==> src/rtl/sdsu_bus_pkg.sv <==
// Shared definitions for the SDSU multiply-slave bus: sequencer states,
// register map and default widths.
package sdsu_bus_pkg;

    localparam int unsigned DEFAULT_DATA_W = 32;
    localparam int unsigned DEFAULT_ADDR_W = 32;

    localparam int unsigned ADDR_RESULT = 0;
    localparam int unsigned ADDR_OP_A   = 1;
    localparam int unsigned ADDR_OP_B   = 2;

    typedef enum logic [2:0] {
        StIdle,
        StWrA,
        StWrB,
        StPoll,
        StResp
    } bm_state_e;

endpackage

==> src/rtl/bus_master.sv <==
// Sequencer for the SDSU multiply slave: write A, write B, poll for the product.
// Optional poll timeout enabled by defining BUS_MASTER_TIMEOUT_EN.
module bus_master
    import sdsu_bus_pkg::*;
#(
    parameter int unsigned DATA_W         = DEFAULT_DATA_W,
    parameter int unsigned ADDR_W         = DEFAULT_ADDR_W,
    parameter int unsigned HOLD_CYCLES    = 2,
    parameter int unsigned TIMEOUT_CYCLES = 64
) (
    input  logic              i_clk,
    input  logic              i_rst,
    input  logic              i_req_valid,
    output logic              o_req_ready,
    input  logic [DATA_W-1:0] i_req_a,
    input  logic [DATA_W-1:0] i_req_b,
    output logic              o_rsp_valid,
    input  logic              i_rsp_ready,
    output logic [DATA_W-1:0] o_rsp_data,
    output logic              o_rsp_err,
    output logic              o_valid,
    output logic              o_start,
    output logic [ADDR_W-1:0] o_address,
    output logic [DATA_W-1:0] o_register_data,
    input  logic              i_exec,
    input  logic              i_write,
    input  logic              i_ready,
    input  logic [DATA_W-1:0] i_result_data
);

    localparam int unsigned HOLD_W = (HOLD_CYCLES > 1) ? $clog2(HOLD_CYCLES) : 1;

    bm_state_e         r_state, w_state_nxt;
    logic [HOLD_W-1:0] r_hold, w_hold_nxt;
    logic [DATA_W-1:0] r_op_a, w_op_a_nxt;
    logic [DATA_W-1:0] r_op_b, w_op_b_nxt;
    logic [DATA_W-1:0] r_rsp_data, w_rsp_data_nxt;
    logic              r_req_ready, w_req_ready_nxt;
    logic              r_rsp_valid, w_rsp_valid_nxt;
    logic              r_valid, w_valid_nxt;
    logic              r_start, w_start_nxt;
    logic [ADDR_W-1:0] r_address, w_address_nxt;
    logic [DATA_W-1:0] r_register_data, w_register_data_nxt;
    logic              w_hold_last;

`ifdef BUS_MASTER_TIMEOUT_EN
    localparam int unsigned TMO_W = $clog2(TIMEOUT_CYCLES + 1);
    logic [TMO_W-1:0] r_tmo, w_tmo_nxt;
    logic             r_rsp_err, w_rsp_err_nxt;
`endif

    // Slave status is observation-only; parameter kept for a uniform interface.
    logic [1:0] w_unused;
    assign w_unused = {i_exec, TIMEOUT_CYCLES[0]};

    assign w_hold_last = (r_hold == HOLD_W'(HOLD_CYCLES - 1));

    always_comb begin
        w_state_nxt    = r_state;
        w_hold_nxt     = r_hold;
        w_op_a_nxt     = r_op_a;
        w_op_b_nxt     = r_op_b;
        w_rsp_data_nxt = r_rsp_data;
`ifdef BUS_MASTER_TIMEOUT_EN
        w_tmo_nxt      = '0;
        w_rsp_err_nxt  = r_rsp_err;
`endif
        unique case (r_state)
            StIdle: begin
                if (i_req_valid && r_req_ready) begin
                    w_state_nxt = StWrA;
                    w_hold_nxt  = '0;
                    w_op_a_nxt  = i_req_a;
                    w_op_b_nxt  = i_req_b;
                end
            end
            StWrA: begin
                if (w_hold_last) begin
                    w_state_nxt = StWrB;
                    w_hold_nxt  = '0;
                end else begin
                    w_hold_nxt = r_hold + 1'b1;
                end
            end
            StWrB: begin
                if (w_hold_last) begin
                    w_state_nxt = StPoll;
                    w_hold_nxt  = '0;
                end else begin
                    w_hold_nxt = r_hold + 1'b1;
                end
            end
            StPoll: begin
                if (i_ready && i_write) begin
                    w_state_nxt    = StResp;
                    w_rsp_data_nxt = i_result_data;
`ifdef BUS_MASTER_TIMEOUT_EN
                    w_rsp_err_nxt  = 1'b0;
                end else if (r_tmo == TMO_W'(TIMEOUT_CYCLES - 1)) begin
                    w_state_nxt    = StResp;
                    w_rsp_data_nxt = '0;
                    w_rsp_err_nxt  = 1'b1;
                end else begin
                    w_tmo_nxt = r_tmo + 1'b1;
`endif
                end
            end
            StResp: begin
                if (i_rsp_ready) begin
                    w_state_nxt = StIdle;
                end
            end
            default: w_state_nxt = StIdle;
        endcase

        // Response fields only carry meaning while the response is offered.
        if (w_state_nxt != StResp) begin
            w_rsp_data_nxt = '0;
`ifdef BUS_MASTER_TIMEOUT_EN
            w_rsp_err_nxt  = 1'b0;
`endif
        end
    end

    // Moore outputs registered from the next state so they track it exactly.
    always_comb begin
        w_req_ready_nxt     = (w_state_nxt == StIdle);
        w_rsp_valid_nxt     = (w_state_nxt == StResp);
        w_valid_nxt         = (w_state_nxt == StWrA) || (w_state_nxt == StWrB);
        w_start_nxt         = (w_state_nxt == StPoll);
        w_address_nxt       = ADDR_W'(ADDR_RESULT);
        w_register_data_nxt = '0;
        if (w_state_nxt == StWrA) begin
            w_address_nxt       = ADDR_W'(ADDR_OP_A);
            w_register_data_nxt = w_op_a_nxt;
        end else if (w_state_nxt == StWrB) begin
            w_address_nxt       = ADDR_W'(ADDR_OP_B);
            w_register_data_nxt = w_op_b_nxt;
        end
    end

    always_ff @(posedge i_clk) begin
        if (i_rst) begin
            r_state         <= StIdle;
            r_hold          <= '0;
            r_op_a          <= '0;
            r_op_b          <= '0;
            r_rsp_data      <= '0;
            r_req_ready     <= 1'b0;
            r_rsp_valid     <= 1'b0;
            r_valid         <= 1'b0;
            r_start         <= 1'b0;
            r_address       <= '0;
            r_register_data <= '0;
`ifdef BUS_MASTER_TIMEOUT_EN
            r_tmo           <= '0;
            r_rsp_err       <= 1'b0;
`endif
        end else begin
            r_state         <= w_state_nxt;
            r_hold          <= w_hold_nxt;
            r_op_a          <= w_op_a_nxt;
            r_op_b          <= w_op_b_nxt;
            r_rsp_data      <= w_rsp_data_nxt;
            r_req_ready     <= w_req_ready_nxt;
            r_rsp_valid     <= w_rsp_valid_nxt;
            r_valid         <= w_valid_nxt;
            r_start         <= w_start_nxt;
            r_address       <= w_address_nxt;
            r_register_data <= w_register_data_nxt;
`ifdef BUS_MASTER_TIMEOUT_EN
            r_tmo           <= w_tmo_nxt;
            r_rsp_err       <= w_rsp_err_nxt;
`endif
        end
    end

    assign o_req_ready     = r_req_ready;
    assign o_rsp_valid     = r_rsp_valid;
    assign o_rsp_data      = r_rsp_data;
    assign o_valid         = r_valid;
    assign o_start         = r_start;
    assign o_address       = r_address;
    assign o_register_data = r_register_data;
`ifdef BUS_MASTER_TIMEOUT_EN
    assign o_rsp_err       = r_rsp_err;
`else
    assign o_rsp_err       = 1'b0;
`endif

endmodule

==> config.mk <==
export PLATFORM = sky130hd
export DESIGN_NAME = bus_master
export DESIGN_NICKNAME = d
export VERILOG_FILES = /design/src/rtl/sdsu_bus_pkg.sv /design/src/rtl/bus_master.sv
export SDC_FILE = /design/constraint.sdc
export NUM_CORES = 1
export LEC_CHECK = 0
export ABC_AREA = 1
export BUFFER_PORTS_ARGS = -buffer_cell sky130_fd_sc_hd__buf_2
export CORE_UTILIZATION = 50
export DETAILED_ROUTE_END_ITERATION = 10
export GPL_ROUTABILITY_DRIVEN = 0
export PLACE_DENSITY = 0.88
export SLEW_MARGIN = 20
export SYNTH_ARGS = -nofsm -noshare
export SYNTH_HDL_FRONTEND = slang
export SYNTH_SLANG_ARGS = --single-unit
==> constraint.sdc <==
create_clock -name i_clk -period 1.8 [get_ports i_clk]
set_input_delay 0.18 -clock i_clk [delete_from_list [all_inputs] [get_ports i_clk]]
set_output_delay 0.18 -clock i_clk [all_outputs]
set_load 0.02 [all_outputs]
==> flow_summary_export.csv <==
group,metric,value,unit
floorplanning,io_pins,204,
placement,portBuffers,171,
timing,fin_tns_setup,0,ps
run,maxCapViolCount,0,
synth,synth_top_cell_by_area,"dfxtp_1",
critical_path,path_delay_family,"simple AND/OR/NAND/NOR gates",
layout,final_cell_mix,"270 x nand2_1, 171 x buf_2, 138 x dfxtp_1",
floorplanning,die_area,12500,µm²
synth,synth_area,6040,µm²
critical_path,crit_required,2150,ps
cts,cts_resized,0,
timing,min_period,1540,ps
cts,clk_path_buf_depth,2,
route,via_per_inst,5.06,
synth,ys_seq_area_share,45.8,%
cts,cts_sinks,138,
route,drc,13,
min_path,hold_class,"input pin to flop",
critical_path,cp-end-kind,"flop",
synth,netlist_instances,822,
layout,utilization,64.7,%
cts,htree_levels,4,
critical_path,path_cells,"inv_2, nand3_2, buf_4, nand2_1, nor2_4, buf_4, nand3_1, nand2_1",
power_and_ir_drop,max-vdd-ir-drop,0.598,mV
route,wl_per_cell,13.2,µm
timing,worst_slack,258,ps
timing,setup_viol,0,
run_status,violations,"design-rule violations",
placement,pre_cts_ws,260,ps
floorplanning,rows,39,
global_routing,overflow,0,
power_and_ir_drop,power_density,1100,nW/µm²
route,vias,5731,
synth,yosysUniqueCellTypes,26,
run_status,status,"complete, but fails checks",
global_routing,antenna_found_initial,0,
layout,syn2layout_area_growth,24.4,%
critical_path,cp-start-kind,"flop",
timing,rsz0062_at_grt,"no",
route,firstDrtPassIters,8,
floorplanning,core,11600,µm²
cts,clockRootBuffer,"clkbuf_16",
route,ant_nets,0,
synth,ys_warn_count,0,
cts,cts_setup_buffers,0,
layout,layout.cells.non_filler,1132,
placement,placed_cells_incl_taps,1100,
cts,path_clk_slew,60,ps
floorplanning,die_w,112,µm
critical_path,worst-setup-path-type,"flop to flop",
synth,avgSynthCellArea,7.35,µm²
global_routing,grt_pass1_vias,5225,
global_routing,grt_max_degree,42,
floorplanning,start_util,52.0,%
synth,synthTopCellsByArea,"dfxtp_1 46%, nand2_1 17%, nand3_1 8.2%",
cts,numCtsBuffers,17,
placement,dp_hpwl,9.75,mm
timing,skew,7.76,ps
cts,clk_latency,410,ps
route,totalWireLength,14.9,mm
critical_path,crit_buf_inv,3,
cts,cts-hold-fix-buffers,0,
route,drt_iter0_drc,364,
critical_path,arrival,1890,ps
timing,finalMaxSlewViolations,0,
timing,fin_crit_sh,85.7,%
power_and_ir_drop,p_leak,3.63,nW
critical_path,cp_max_fo,16,
global_routing,track_usage,24.5,%
layout,final_common_cell,"nand2_1",
layout,drive_above_1_share,28.2,%
global_routing,grt_pass1_wl,24.4,mm
timing,fmax,649,MHz
synth,synth_top_area_share,45.8,%
floorplanning,die_h,112,µm
synth,ys_ff_latch,138,
critical_path,cpMaxStageDelayCell,"dfxtp_1",
layout,num_antenna_cells,0,
critical_path,critPathMaxStageDelay,450,ps
cts,cts_tree,"yes",
timing,hold_viol_final,0,
layout,final_nets,1079,
-- routing by layer --
metal  vias to the layer above  global-route usage (%)  routed length, µm
met4                         0                    12.1                386
met3                        30                    5.12                935
met5                         -                       0                  0
met1                      2616                    30.6               6450
li1                       2872                       -                  -
met2                       213                    40.0               7160
-- cell usage after synthesis, drive strengths merged --
cell type	number
a21oi	67
buf	60
nand3	101
conb	1
inv	44
nand3b	1
or2	31
dfxtp	138
nand2	273
nor2	41
o21ai	1
nand4	34
clkbuf	29
o21bai	1
-- worst reg2reg max path: stages, from the launching register on --
cell	delay, ps
dfxtp_1	450
inv_2	80
nand3_2	90
buf_4	200
nand2_1	110
nor2_4	150
buf_4	230
nand3_1	120
nand2_1	60
-- final cells by class --
| class | instances | area [µm²] |
|---|---|---|
| clock buffer | 23 | 488 |
| clock inverter | 9 | 160 |
| fill | 952 | 4100 |
| inverter | 44 | 165 |
| multi-input combinational | 581 | 2690 |
| sequential | 138 | 2760 |
| tap | 143 | 179 |
| timing repair buffer | 194 | 1070 |
-- worst paths after layout --
path                               endpoint  slack [ps]  cells after the start                        from
min              o_rsp_data[2]$_SDFFE_PP0P_          50                      3            i_result_data[2]
max reg2reg  o_register_data[30]$_SDFF_PP0_         260                      8       r_state[2]$_SDFF_PP0_
min reg2reg      o_rsp_data[2]$_SDFFE_PP0P_         460                      2  o_rsp_data[2]$_SDFFE_PP0P_
max          o_register_data[30]$_SDFF_PP0_         260                      8       r_state[2]$_SDFF_PP0_
-- state kept, by name, summed over array words and instances (netlist names) --
| name | cells |
|---|---|
| o_rsp_data | 32 |
| r_op_a | 32 |
| o_register_data | 32 |
| r_hold | 1 |
| o_address | 2 |
| o_start | 1 |
| o_valid | 1 |
| r_state | 3 |
| r_op_b | 32 |
| o_rsp_valid | 1 |
| o_req_ready | 1 |
-- kinds of logic after synthesis --
logic type / Yosys count / synth area share [%]
other cells: 1 / 0.0621
compound gates: 69 / 7.31
flops: 138 / 45.8
simple gates: 481 / 35.3
buf+inv: 133 / 11.5
-- power by group --
part	leakage (nW)	total, W	internal [W]	switching (W)
clock	0.306	0.00374	0.00248	0.00127
sequential	1.12	0.00331	0.00324	0.0000679
combinational	2.21	0.00118	0.000397	0.000781
-- through the flow --
stage | cell area [µm²] | hold slack (ps) | power (W)
detailed placement | 6860 | 454 | 0.00453
CTS | 7510 | 37.1 | 0.00828
global route | 7510 | 45.2 | 0.00858
floorplan | 6150 | 348 | 0.00424
finish | 7510 | 47.9 | 0.00823
global placement | 6860 | 446 | 0.00450
Note: power is estimated with default switching activity, not from simulation.
